File: config.mk
export PLATFORM = sky130hd
export DESIGN_NAME = munoc_axi4_to_moi_slave_bridge_flat
export DESIGN_NICKNAME = d
export VERILOG_FILES = /design/src/rtl/munoc_axi4_to_moi_slave_bridge_if.sv /design/src/rtl/munoc_axi4_to_moi_slave_bridge.sv /design/src/flat_wrapper.sv
export SDC_FILE = /design/constraint.sdc
export NUM_CORES = 1
export LEC_CHECK = 0
export ABC_AREA = 0
export CAP_MARGIN = 0
export CORE_UTILIZATION = 50
export CTS_CLUSTER_SIZE = 25
export DETAILED_ROUTE_END_ITERATION = 10
export PLACE_DENSITY_LB_ADDON = 0.3
export SLEW_MARGIN = 10
export SYNTH_ARGS = -nofsm -noshare
export SYNTH_HDL_FRONTEND = slang
export SYNTH_SLANG_ARGS = --single-unit
File: constraint.sdc
create_clock -name clk -period 15.2 [get_ports clk]
set_input_delay 3.04 -clock clk [delete_from_list [all_inputs] [get_ports clk]]
set_output_delay 3.04 -clock clk [all_outputs]
set_load 0.02 [all_outputs]
File: src/rtl/munoc_axi4_to_moi_slave_bridge_if.sv
// AXI4 slave-side and MOI request/response bundle for the
// slave bridge endpoint of the MOI-over-NoC path.
interface munoc_axi4_to_moi_slave_bridge_if #(
   parameter int BW_ADDR    = 32,
   parameter int BW_DATA    = 32,
   parameter int BW_AXI_TID = 4
);
   logic [BW_AXI_TID-1:0] sx4awid;
   logic [BW_ADDR-1:0]    sx4awaddr;
   logic [7:0]            sx4awlen;
   logic [2:0]            sx4awsize;
   logic [1:0]            sx4awburst;
   logic                  sx4awvalid;
   logic                  sx4awready;

   logic [BW_DATA-1:0]    sx4wdata;
   logic [BW_DATA/8-1:0]  sx4wstrb;
   logic                  sx4wlast;
   logic                  sx4wvalid;
   logic                  sx4wready;

   logic [BW_AXI_TID-1:0] sx4bid;
   logic [1:0]            sx4bresp;
   logic                  sx4bvalid;
   logic                  sx4bready;

   logic [BW_AXI_TID-1:0] sx4arid;
   logic [BW_ADDR-1:0]    sx4araddr;
   logic [7:0]            sx4arlen;
   logic [2:0]            sx4arsize;
   logic [1:0]            sx4arburst;
   logic                  sx4arvalid;
   logic                  sx4arready;

   logic [BW_AXI_TID-1:0] sx4rid;
   logic [BW_DATA-1:0]    sx4rdata;
   logic [1:0]            sx4rresp;
   logic                  sx4rlast;
   logic                  sx4rvalid;
   logic                  sx4rready;

   logic                  mqvalid;
   logic                  mqready;
   logic [BW_ADDR-1:0]    mqaddr;
   logic                  mqwrite;
   logic [BW_DATA-1:0]    mqwdata;
   logic [BW_DATA/8-1:0]  mqwpermit;

   logic                  myvalid;
   logic                  myready;
   logic [BW_DATA-1:0]    myrdata;

   // Bridge view: AXI slave, MOI master.
   modport slave (
      input  sx4awid, sx4awaddr, sx4awlen, sx4awsize, sx4awburst,
      input  sx4awvalid,
      output sx4awready,
      input  sx4wdata, sx4wstrb, sx4wlast, sx4wvalid,
      output sx4wready,
      output sx4bid, sx4bresp, sx4bvalid,
      input  sx4bready,
      input  sx4arid, sx4araddr, sx4arlen, sx4arsize, sx4arburst,
      input  sx4arvalid,
      output sx4arready,
      output sx4rid, sx4rdata, sx4rresp, sx4rlast, sx4rvalid,
      input  sx4rready,
      output mqvalid, mqaddr, mqwrite, mqwdata, mqwpermit,
      input  mqready,
      input  myvalid, myrdata,
      output myready
   );

   // Environment view: network interface plus local memory.
   modport master (
      output sx4awid, sx4awaddr, sx4awlen, sx4awsize, sx4awburst,
      output sx4awvalid,
      input  sx4awready,
      output sx4wdata, sx4wstrb, sx4wlast, sx4wvalid,
      input  sx4wready,
      input  sx4bid, sx4bresp, sx4bvalid,
      output sx4bready,
      output sx4arid, sx4araddr, sx4arlen, sx4arsize, sx4arburst,
      output sx4arvalid,
      input  sx4arready,
      input  sx4rid, sx4rdata, sx4rresp, sx4rlast, sx4rvalid,
      output sx4rready,
      input  mqvalid, mqaddr, mqwrite, mqwdata, mqwpermit,
      output mqready,
      output myvalid, myrdata,
      input  myready
   );
endinterface

File: src/rtl/munoc_axi4_to_moi_slave_bridge.sv
// Replays AXI4 bursts as single-beat MOI requests, one
// transaction at a time, with round-robin AW/AR arbitration.
module munoc_axi4_to_moi_slave_bridge #(
   parameter int BW_ADDR         = 32,
   parameter int BW_DATA         = 32,
   parameter int BW_AXI_TID      = 4,
   parameter int MAX_OUTSTANDING = 4
) (
   input  logic clk,
   input  logic rst,
   munoc_axi4_to_moi_slave_bridge_if.slave bus,
   output logic err_unexpected
);

   typedef enum logic [1:0] {IDLE, WRITE, BRESP, READ} state_t;

   state_t st;
   logic                  last_rd;
   logic                  awready_q;
   logic                  arready_q;
   logic                  bvalid_q;
   logic [1:0]            bresp_q;
   logic                  werr;
   logic                  rsv;
   logic                  wrap_en;
   logic                  err_q;
   logic [BW_AXI_TID-1:0] id_q;
   logic [BW_ADDR-1:0]    addr_q;
   logic [BW_ADDR-1:0]    base_q;
   logic [BW_ADDR-1:0]    mask_q;
   logic [7:0]            len_q;
   logic [2:0]            size_q;
   logic [1:0]            burst_q;
   logic [8:0]            beat_q;
   logic [7:0]            ret_q;
   logic [3:0]            out_q;

   logic                  aw_hs;
   logic                  ar_hs;
   logic                  mq_hs;
   logic                  r_hs;
   logic                  rd_issue;
   logic                  w_bad;
   logic                  werr_n;
   logic                  last_beat;
   logic [BW_ADDR-1:0]    step;
   logic [BW_ADDR-1:0]    nxt_addr;
   logic [BW_ADDR-1:0]    lat_addr;
   logic [BW_ADDR-1:0]    lat_mask;
   logic [7:0]            lat_len;
   logic [2:0]            lat_size;
   logic [1:0]            lat_burst;
   logic                  lat_wrap;

   assign aw_hs = bus.sx4awvalid & awready_q;
   assign ar_hs = bus.sx4arvalid & arready_q;

   // Select the address channel being accepted and size its wrap window.
   always_comb begin
      lat_addr  = aw_hs ? bus.sx4awaddr  : bus.sx4araddr;
      lat_len   = aw_hs ? bus.sx4awlen   : bus.sx4arlen;
      lat_size  = aw_hs ? bus.sx4awsize  : bus.sx4arsize;
      lat_burst = aw_hs ? bus.sx4awburst : bus.sx4arburst;
      lat_mask  = ((BW_ADDR'(lat_len) + BW_ADDR'(1)) << lat_size)
                  - BW_ADDR'(1);
      lat_wrap  = (lat_burst == 2'b10) &&
                  (lat_len == 8'd1 || lat_len == 8'd3 ||
                   lat_len == 8'd7 || lat_len == 8'd15);
   end

   // Next beat address; illegal WRAP lengths and reserved bursts step as INCR.
   always_comb begin
      step     = BW_ADDR'(1) << size_q;
      nxt_addr = addr_q + step;
      if (burst_q == 2'b00)
         nxt_addr = addr_q;
      else if (wrap_en)
         nxt_addr = base_q | ((addr_q + step) & mask_q);
   end

   assign last_beat = (beat_q == {1'b0, len_q});
   assign rd_issue  = (st == READ) && (beat_q <= {1'b0, len_q}) &&
                      (out_q < 4'(MAX_OUTSTANDING));
   assign w_bad     = bus.sx4wlast ? (beat_q < {1'b0, len_q}) : last_beat;
   assign werr_n    = werr | w_bad;

   assign bus.mqvalid   = ((st == WRITE) & bus.sx4wvalid) | rd_issue;
   assign bus.mqaddr    = addr_q;
   assign bus.mqwrite   = (st == WRITE);
   assign bus.mqwdata   = (st == WRITE) ? bus.sx4wdata : '0;
   assign bus.mqwpermit = (st == WRITE) ? bus.sx4wstrb : '0;
   assign bus.sx4wready = (st == WRITE) & bus.mqready;
   assign mq_hs         = bus.mqvalid & bus.mqready;

   assign bus.sx4awready = awready_q;
   assign bus.sx4arready = arready_q;
   assign bus.sx4bvalid  = bvalid_q;
   assign bus.sx4bresp   = bresp_q;
   assign bus.sx4bid     = id_q;

   assign bus.sx4rvalid = (st == READ) & bus.myvalid;
   assign bus.sx4rdata  = bus.myrdata;
   assign bus.sx4rid    = id_q;
   assign bus.sx4rresp  = rsv ? 2'b10 : 2'b00;
   assign bus.sx4rlast  = (st == READ) && (ret_q == len_q);
   assign bus.myready   = (st == READ) ? bus.sx4rready : 1'b1;
   assign r_hs          = bus.sx4rvalid & bus.sx4rready;

   assign err_unexpected = err_q;

   // Transaction FSM: arbitration, burst bookkeeping and B generation.
   always_ff @(posedge clk) begin
      if (rst) begin
         st        <= IDLE;
         last_rd   <= 1'b1;
         awready_q <= 1'b0;
         arready_q <= 1'b0;
         bvalid_q  <= 1'b0;
         bresp_q   <= 2'b00;
         werr      <= 1'b0;
         rsv       <= 1'b0;
         wrap_en   <= 1'b0;
         err_q     <= 1'b0;
         id_q      <= '0;
         addr_q    <= '0;
         base_q    <= '0;
         mask_q    <= '0;
         len_q     <= '0;
         size_q    <= '0;
         burst_q   <= '0;
         beat_q    <= '0;
         ret_q     <= '0;
         out_q     <= '0;
      end else begin
         awready_q <= 1'b0;
         arready_q <= 1'b0;
         if (st != READ && bus.myvalid)
            err_q <= 1'b1;
         case (st)
            IDLE: begin
               if (aw_hs || ar_hs) begin
                  id_q    <= aw_hs ? bus.sx4awid : bus.sx4arid;
                  addr_q  <= lat_addr;
                  base_q  <= lat_addr & ~lat_mask;
                  mask_q  <= lat_mask;
                  len_q   <= lat_len;
                  size_q  <= lat_size;
                  burst_q <= lat_burst;
                  wrap_en <= lat_wrap;
                  rsv     <= (lat_burst == 2'b11);
                  werr    <= (lat_burst == 2'b11);
                  beat_q  <= '0;
                  ret_q   <= '0;
                  out_q   <= '0;
                  last_rd <= ar_hs;
                  st      <= aw_hs ? WRITE : READ;
               end else if (!awready_q && !arready_q) begin
                  if (bus.sx4awvalid && (!bus.sx4arvalid || last_rd))
                     awready_q <= 1'b1;
                  else if (bus.sx4arvalid)
                     arready_q <= 1'b1;
               end
            end
            WRITE: begin
               if (mq_hs) begin
                  beat_q <= beat_q + 9'd1;
                  addr_q <= nxt_addr;
                  werr   <= werr_n;
                  if (last_beat) begin
                     bvalid_q <= 1'b1;
                     bresp_q  <= werr_n ? 2'b10 : 2'b00;
                     st       <= BRESP;
                  end
               end
            end
            BRESP: begin
               if (bus.sx4bready) begin
                  bvalid_q <= 1'b0;
                  bresp_q  <= 2'b00;
                  st       <= IDLE;
               end
            end
            READ: begin
               if (mq_hs) begin
                  beat_q <= beat_q + 9'd1;
                  addr_q <= nxt_addr;
               end
               out_q <= out_q + {3'b0, mq_hs} - {3'b0, r_hs};
               if (r_hs) begin
                  ret_q <= ret_q + 8'd1;
                  if (bus.sx4rlast)
                     st <= IDLE;
               end
            end
            default: st <= IDLE;
         endcase
      end
   end

endmodule

File: src/flat_wrapper.sv
// flat-port wrapper written by rule: the top's interface ports become plain ports
module munoc_axi4_to_moi_slave_bridge_flat 
#(
   parameter int BW_ADDR         = 32,
   parameter int BW_DATA         = 32,
   parameter int BW_AXI_TID      = 4,
   parameter int MAX_OUTSTANDING = 4
)
  (clk, rst, err_unexpected, bus_sx4awid, bus_sx4awaddr, bus_sx4awlen, bus_sx4awsize, bus_sx4awburst, bus_sx4awvalid, bus_sx4awready, bus_sx4wdata, bus_sx4wstrb, bus_sx4wlast, bus_sx4wvalid, bus_sx4wready, bus_sx4bid, bus_sx4bresp, bus_sx4bvalid, bus_sx4bready, bus_sx4arid, bus_sx4araddr, bus_sx4arlen, bus_sx4arsize, bus_sx4arburst, bus_sx4arvalid, bus_sx4arready, bus_sx4rid, bus_sx4rdata, bus_sx4rresp, bus_sx4rlast, bus_sx4rvalid, bus_sx4rready, bus_mqvalid, bus_mqaddr, bus_mqwrite, bus_mqwdata, bus_mqwpermit, bus_mqready, bus_myvalid, bus_myrdata, bus_myready);
  munoc_axi4_to_moi_slave_bridge_if #(.BW_ADDR(BW_ADDR), .BW_DATA(BW_DATA), .BW_AXI_TID(BW_AXI_TID)) bus_i ();
  input  logic clk;
  input  logic rst;
  output logic err_unexpected;
  input wire logic [$bits(bus_i.sx4awid)-1:0] bus_sx4awid;
  input wire logic [$bits(bus_i.sx4awaddr)-1:0] bus_sx4awaddr;
  input wire logic [$bits(bus_i.sx4awlen)-1:0] bus_sx4awlen;
  input wire logic [$bits(bus_i.sx4awsize)-1:0] bus_sx4awsize;
  input wire logic [$bits(bus_i.sx4awburst)-1:0] bus_sx4awburst;
  input wire logic [$bits(bus_i.sx4awvalid)-1:0] bus_sx4awvalid;
  output wire logic [$bits(bus_i.sx4awready)-1:0] bus_sx4awready;
  input wire logic [$bits(bus_i.sx4wdata)-1:0] bus_sx4wdata;
  input wire logic [$bits(bus_i.sx4wstrb)-1:0] bus_sx4wstrb;
  input wire logic [$bits(bus_i.sx4wlast)-1:0] bus_sx4wlast;
  input wire logic [$bits(bus_i.sx4wvalid)-1:0] bus_sx4wvalid;
  output wire logic [$bits(bus_i.sx4wready)-1:0] bus_sx4wready;
  output wire logic [$bits(bus_i.sx4bid)-1:0] bus_sx4bid;
  output wire logic [$bits(bus_i.sx4bresp)-1:0] bus_sx4bresp;
  output wire logic [$bits(bus_i.sx4bvalid)-1:0] bus_sx4bvalid;
  input wire logic [$bits(bus_i.sx4bready)-1:0] bus_sx4bready;
  input wire logic [$bits(bus_i.sx4arid)-1:0] bus_sx4arid;
  input wire logic [$bits(bus_i.sx4araddr)-1:0] bus_sx4araddr;
  input wire logic [$bits(bus_i.sx4arlen)-1:0] bus_sx4arlen;
  input wire logic [$bits(bus_i.sx4arsize)-1:0] bus_sx4arsize;
  input wire logic [$bits(bus_i.sx4arburst)-1:0] bus_sx4arburst;
  input wire logic [$bits(bus_i.sx4arvalid)-1:0] bus_sx4arvalid;
  output wire logic [$bits(bus_i.sx4arready)-1:0] bus_sx4arready;
  output wire logic [$bits(bus_i.sx4rid)-1:0] bus_sx4rid;
  output wire logic [$bits(bus_i.sx4rdata)-1:0] bus_sx4rdata;
  output wire logic [$bits(bus_i.sx4rresp)-1:0] bus_sx4rresp;
  output wire logic [$bits(bus_i.sx4rlast)-1:0] bus_sx4rlast;
  output wire logic [$bits(bus_i.sx4rvalid)-1:0] bus_sx4rvalid;
  input wire logic [$bits(bus_i.sx4rready)-1:0] bus_sx4rready;
  output wire logic [$bits(bus_i.mqvalid)-1:0] bus_mqvalid;
  output wire logic [$bits(bus_i.mqaddr)-1:0] bus_mqaddr;
  output wire logic [$bits(bus_i.mqwrite)-1:0] bus_mqwrite;
  output wire logic [$bits(bus_i.mqwdata)-1:0] bus_mqwdata;
  output wire logic [$bits(bus_i.mqwpermit)-1:0] bus_mqwpermit;
  input wire logic [$bits(bus_i.mqready)-1:0] bus_mqready;
  input wire logic [$bits(bus_i.myvalid)-1:0] bus_myvalid;
  input wire logic [$bits(bus_i.myrdata)-1:0] bus_myrdata;
  output wire logic [$bits(bus_i.myready)-1:0] bus_myready;
  assign bus_i.sx4awid = bus_sx4awid;
  assign bus_i.sx4awaddr = bus_sx4awaddr;
  assign bus_i.sx4awlen = bus_sx4awlen;
  assign bus_i.sx4awsize = bus_sx4awsize;
  assign bus_i.sx4awburst = bus_sx4awburst;
  assign bus_i.sx4awvalid = bus_sx4awvalid;
  assign bus_sx4awready = bus_i.sx4awready;
  assign bus_i.sx4wdata = bus_sx4wdata;
  assign bus_i.sx4wstrb = bus_sx4wstrb;
  assign bus_i.sx4wlast = bus_sx4wlast;
  assign bus_i.sx4wvalid = bus_sx4wvalid;
  assign bus_sx4wready = bus_i.sx4wready;
  assign bus_sx4bid = bus_i.sx4bid;
  assign bus_sx4bresp = bus_i.sx4bresp;
  assign bus_sx4bvalid = bus_i.sx4bvalid;
  assign bus_i.sx4bready = bus_sx4bready;
  assign bus_i.sx4arid = bus_sx4arid;
  assign bus_i.sx4araddr = bus_sx4araddr;
  assign bus_i.sx4arlen = bus_sx4arlen;
  assign bus_i.sx4arsize = bus_sx4arsize;
  assign bus_i.sx4arburst = bus_sx4arburst;
  assign bus_i.sx4arvalid = bus_sx4arvalid;
  assign bus_sx4arready = bus_i.sx4arready;
  assign bus_sx4rid = bus_i.sx4rid;
  assign bus_sx4rdata = bus_i.sx4rdata;
  assign bus_sx4rresp = bus_i.sx4rresp;
  assign bus_sx4rlast = bus_i.sx4rlast;
  assign bus_sx4rvalid = bus_i.sx4rvalid;
  assign bus_i.sx4rready = bus_sx4rready;
  assign bus_mqvalid = bus_i.mqvalid;
  assign bus_mqaddr = bus_i.mqaddr;
  assign bus_mqwrite = bus_i.mqwrite;
  assign bus_mqwdata = bus_i.mqwdata;
  assign bus_mqwpermit = bus_i.mqwpermit;
  assign bus_i.mqready = bus_mqready;
  assign bus_i.myvalid = bus_myvalid;
  assign bus_i.myrdata = bus_myrdata;
  assign bus_myready = bus_i.myready;
  munoc_axi4_to_moi_slave_bridge #(.BW_ADDR(BW_ADDR), .BW_DATA(BW_DATA), .BW_AXI_TID(BW_AXI_TID), .MAX_OUTSTANDING(MAX_OUTSTANDING)) u_core (.clk(clk), .rst(rst), .bus(bus_i), .err_unexpected(err_unexpected));
endmodule
======== After elaboration in Yosys (flattened, before gate mapping) ========
Cells that the tools add are included.
cells by class
  add/sub/neg operators ................... 7
  reductions and logical operators ........ 32
  magnitude comparators ................... 3
  multiplexer cells ....................... 44
  equality and inequality tests ........... 20
  bitwise gates (word level) .............. 15
  shift operators ......................... 2
operators by type and width
  cell                     number
  $mux W32                 6
  $and A32 B32 Y32         2
  $pmux W32 S2             1
  $add A32 B32 Y32         1
  $not A32 Y32             1
  $or A32 B32 Y32          1
  $shl A1 B3 Y32 const A   1
  $shl A32 B3 Y32          1
  $sub A32 B1 Y32 const B  1
  $mux W2                  12
  $mux W8                  3
  $mux W9                  2
  $pmux W9 S2              1
  $pmux W8 S2              1
  $mux W4                  3
  $ne A2 B1 Y1 const B     5
  $add A8 B1 Y9 const B    1
  $add A9 B1 Y9 const B    1
  $eq A9 B8 Y1             1
  $le A9 B8 Y1             1
  $lt A9 B8 Y1             1
  $mux W1                  9
  $reduce_and A3 Y1        3
  $add A8 B1 Y8 const B    1
  30 further kinds         63
word-level totals
  output and inout port bits .............. 122
  bits of input ports ..................... 176
  bits in registers ....................... 146
  word-level logic and storage cells ...... 143

======== Depth between registers and ports, before layout ========
  word-level depth ........................ 8
  depth in mapped cells ................... 22
  gate-level depth less buffers ........... 16

======== Worst setup path after synthesis ========
No wires, ideal clock.
  path kind ............................... input to register
  from .................................... in bus_sx4awvalid
  to ...................................... reg u_core.base_q[15]
  buffers on the path ..................... 5
  data required time ...................... 15.072 ns
  setup time .............................. 0.128 ns
  setup slack ............................. 7.960 ns
  stages .................................. 20
  data arrival time ....................... 7.112 ns
  cell sequence ........................... buf_2 > nand2_1 > buf_2 > buf_2 > buf_1 > clkbuf_1 > mux2i_1 > inv_1 > ha_1 > nand2_1 > nor3_2 > o21a_1 > or3_1 > and4_4 > o41ai_4 > o2111ai_2 > nor2_1 > ha_1 > a22oi_1 > nor2_1
between the ends
  word-level cells in the longest chain between the ends .. 7
  elaborated cells between the ends (all ways) .. 11
  those cells by class .................... 2 x add/sub; 1 x shift; 3 x mux; 3 x bitwise; 2 x reduce/logical
RTL lines
  item                         RTL line                               source
  start, declared              flat_wrapper.sv:19                     input wire logic [$bits(bus_i.sx4awvalid)-1:0] bus_sx4awvalid;
  $and A1 B1 Y1                munoc_axi4_to_moi_slave_bridge.sv:55   assign aw_hs = bus.sx4awvalid & awready_q;
  $mux W8                      munoc_axi4_to_moi_slave_bridge.sv:61   lat_len = aw_hs ? bus.sx4awlen : bus.sx4arlen;
  named net u_core.lat_len[1]  munoc_axi4_to_moi_slave_bridge.sv:50   logic [7:0] lat_len;
  $add A8 B1 Y9                munoc_axi4_to_moi_slave_bridge.sv:64   lat_mask = ((BW_ADDR'(lat_len) + BW_ADDR'(1)) << lat_size)
  $shl A32 B3 Y32              munoc_axi4_to_moi_slave_bridge.sv:64
  $sub A32 B1 Y32              munoc_axi4_to_moi_slave_bridge.sv:65   - BW_ADDR'(1);
  $not A32 Y32                 munoc_axi4_to_moi_slave_bridge.sv:144  base_q <= lat_addr & ~lat_mask;
  $and A32 B32 Y32             munoc_axi4_to_moi_slave_bridge.sv:144
  end signal, assigned         munoc_axi4_to_moi_slave_bridge.sv:144
  end, declared                munoc_axi4_to_moi_slave_bridge.sv:29   logic [BW_ADDR-1:0] base_q;
The timed path passes the listed nets, and every way through them passes these cells.
A chain may end at the register's enable or synchronous reset.

======== Final worst setup path ========
  from .................................... in bus_sx4wvalid
  to ...................................... out bus_mqvalid
between the ends
  word-level cells in the longest chain between the ends .. 2
RTL lines
  item             RTL line                              source
  start, declared  flat_wrapper.sv:24                    input wire logic [$bits(bus_i.sx4wvalid)-1:0] bus_sx4wvalid;
  $and A1 B1 Y1    munoc_axi4_to_moi_slave_bridge.sv:87  assign bus.mqvalid = ((st == WRITE) & bus.sx4wvalid) | rd_issue;
  $or A1 B1 Y1     munoc_axi4_to_moi_slave_bridge.sv:87
  end, declared    flat_wrapper.sv:43                    output wire logic [$bits(bus_i.mqvalid)-1:0] bus_mqvalid;
No other way between the ends.

==> results.toml <==
[drt]
routedWlPerCell_um = 18.6
viasPerCell = 6.11
ant_nets = 0
first_iter_violations = 1028
first_pass_iters = 5
vias = 10600
wirelength_um = 32300
drc_errors = 0

[cells_and_area]
finalNetCount = 1664
design_area_um2 = 12700
layout-area-overhead-vs-synth_pct = 28.3
drive_gt1_frac = 0.0580
n_fill_cell = 1647
finalNonFillerCells = 1734

[global_routing]
busiest_layer = "met2"
met3_usage = 0.0540
antenna_found_initial = 3
grtUsageMet2 = 0.527
grt_first_pass_wirelength_um = 50100
grt_pass1_vias = 9658
use_met1 = 0.390
grt.total_usage = 0.314
grt_max_degree = 64
grt.overflow.total = 0

[clock_tree]
clk_latency_ns = 0.43
cts_sinks = 144
post_cts_buffers = 0
tritoncts = "built"
cts_buffers = 17
cts-resized-gates = 0
clock-root-buffer = "clkbuf_16"
hold_buffers = 0
path_clk_slew_ns = 0.05
cts_max_level = 4
ctsLongestPathBuffers = 2

[min_path]
hold_start = "u_core.mask_q[31]$_SDFFE_PP0P_"
hold_class = "flip-flop to flip-flop"
hold-path-cell-count = 2

[setup_path]
worstReg2RegStart = "u_core.bus.sx4awready$_SDFF_PP0_"
required_ns = 12.16
reg2regPathDepth = 10
crit_type = "input pin to primary output"
critPathLaunchType = "input pin"
cp.arrival_ns = 4.61
crit_path_start = "bus_sx4wvalid"
end_kind = "primary output"
cp_max_fo = 8

[sta]
hold_ws_ns = 0.451
setup-violations-final = 0
period_minus_slack_ns = 7.65
fin_skew_ns = 0.00831
timing_hold_violations_final = 0
finalMaxSlewViolations = 0
slew-limit-headroom = 0.240
tns_ns = 0
finalCritPeriodShare = 0.503
rsz0062_at_grt = "false"
fmax_ghz = 0.131
tightestPinTransition_ns = 1.14

[floorplan]
start_util = 0.510
die_area_um2 = 20400
row_count = 51
io_pins = 298
fp.dieW_um = 143
fp.dieH_um = 143
design.core.area_um2 = 19500

[flow_run]
drv_cap = 0

[placed_design]
place_congestion = 0.943
dp.cells = 1700
hpwl_um = 22800
port-buffer-count = 231
place_area_um2 = 12100

[synth]
ys_types = 88
ys_seq_area_frac = 0.291
ys_ff_latch = 144
netlist_area_um2 = 9920
yosys_warnings = 0
synth_edf_count = 0
syn_area_per_cell_um2 = 7.55
syn_inst = 1313
synthFlopType = "dfxtp_1"
async_flop_share = 0

[run_status]
outcome = "finished clean"

[pwr]
power.leakage_nw = 4.97
cellPowerDensity_nw_per_um2 = 158
p_total_w = 0.00201
peakVddDrop_mv = 0.114
-- stage by stage --
stage / util / setup WS [ns]
finish: 0.654 / 7.55
global route: 0.654 / 7.47
CTS: 0.653 / 7.55
detailed placement: 0.619 / 7.54
global placement: 0.619 / 7.57
floorplan: - / 7.96
-- worst max-delay path: stages --
cell	delay [ns]
clkdlybuf4s50_1	0.48
a32oi_1	0.05
o21ai_1	0.33
clkdlybuf4s50_1	0.71
-- state kept, by name, indices dropped and copies added, names as in the netlist --
signal and cells:
u_core.bus.sx4arready 1, u_core.last_rd 1, u_core.bus.sx4bresp 1, u_core.bus.sx4bid 4
u_core.bus.sx4awready 1, u_core.len_q 8, u_core.beat_q 9, u_core.bus.sx4bvalid 1
u_core.base_q 32, u_core.size_q 3, u_core.out_q 4, u_core.ret_q 8
u_core.werr 1, u_core.st 2, u_core.bus.mqaddr 32, u_core.mask_q 31
u_core.burst_q 2, u_core.err_unexpected 1, u_core.wrap_en 1, u_core.rsv 1
-- cell type report --
type / count / area [um2] / share of cell area
antenna: 3 / 7.51 / 0.000590
clock buffer: 17 / 425 / 0.0334
clock inverter: 14 / 238 / 0.0187
inverter: 37 / 139 / 0.0109
multi-input combinational: 1011 / 6300 / 0.495
sequential: 144 / 2880 / 0.226
tap: 265 / 332 / 0.0260
timing repair buffer: 243 / 2400 / 0.189
-- worst paths after layout --
check                                        end  slack (ns)
hold / removal    u_core.mask_q[31]$_SDFFE_PP0P_        0.45
setup reg to reg  u_core.base_q[30]$_SDFFE_PP0P_       10.74
hold reg to reg   u_core.mask_q[31]$_SDFFE_PP0P_        0.45
setup / recovery                     bus_mqvalid        7.55
-- layout by cell type (no fill, tap or decap), drive strengths merged, types with 11 or more instances in the layout --
cell,Yosys,routed
nand4,22,22
nand3,52,52
clkbuf,65,17
o211ai,13,13
dfxtp,144,144
ha,32,32
xor2,20,20
nor2,97,97
clkdlybuf4s50,0,230
a31oi,11,11
a21oi,143,143
mux2i,44,44
buf,57,13
inv,37,39
and2,50,50
o21ai,87,87
a211oi,19,19
and3,25,25
nor4,11,11
nor3,38,38
nand2,141,141
xnor2,15,15
-- kinds of logic after synthesis --
kind of cell               Yosys count  share of synthesized area
other                                1                   0.000378
and+or+nand+nor                    498                      0.254
buffers and inverters              159                     0.0775
adders and majority gates           34                     0.0444
xor gates and xnor gates            35                     0.0309
muxes                               45                     0.0455
AOI/OAI and AO/OA                  397                      0.257
DFF                                144                      0.291
-- power by group --
part           total [W]  leakage, nW  internal, W  switching, W
combinational   0.000999         3.48     0.000396      0.000603
sequential      0.000537         1.17     0.000449     0.0000884
clock           0.000476        0.317     0.000307      0.000169
total            0.00201         4.97      0.00115      0.000861
-- synth_stat cells (10+ instances only) --
library cell,number,share of area
a211oi_1,19,0.014
a21o_1,10,0.0076
a21oi_1,142,0.072
a22oi_1,10,0.0076
a31oi_1,11,0.0069
and2_1,49,0.031
and3_1,24,0.015
buf_4,41,0.031
clkbuf_1,65,0.025
dfxtp_1,144,0.29
ha_1,32,0.040
inv_1,37,0.014
mux2i_1,44,0.044
nand2_1,141,0.053
nand2b_1,10,0.0063
nand3_1,52,0.026
nand4_1,22,0.014
nor2_1,96,0.036
nor3_1,37,0.019
o211ai_1,13,0.0098
o21a_1,10,0.0076
o21ai_0,64,0.032
o21ai_1,21,0.011
xnor2_1,15,0.013
xor2_1,20,0.018
-- metal layers --
layer | vias to the layer above | routed length, um
met5 | - | 0
met4 | 0 | 1070
met3 | 89 | 2720
met2 | 535 | 15500
met1 | 4952 | 13100
li1 | 5011 | -
(Power assumes the default switching activity.)
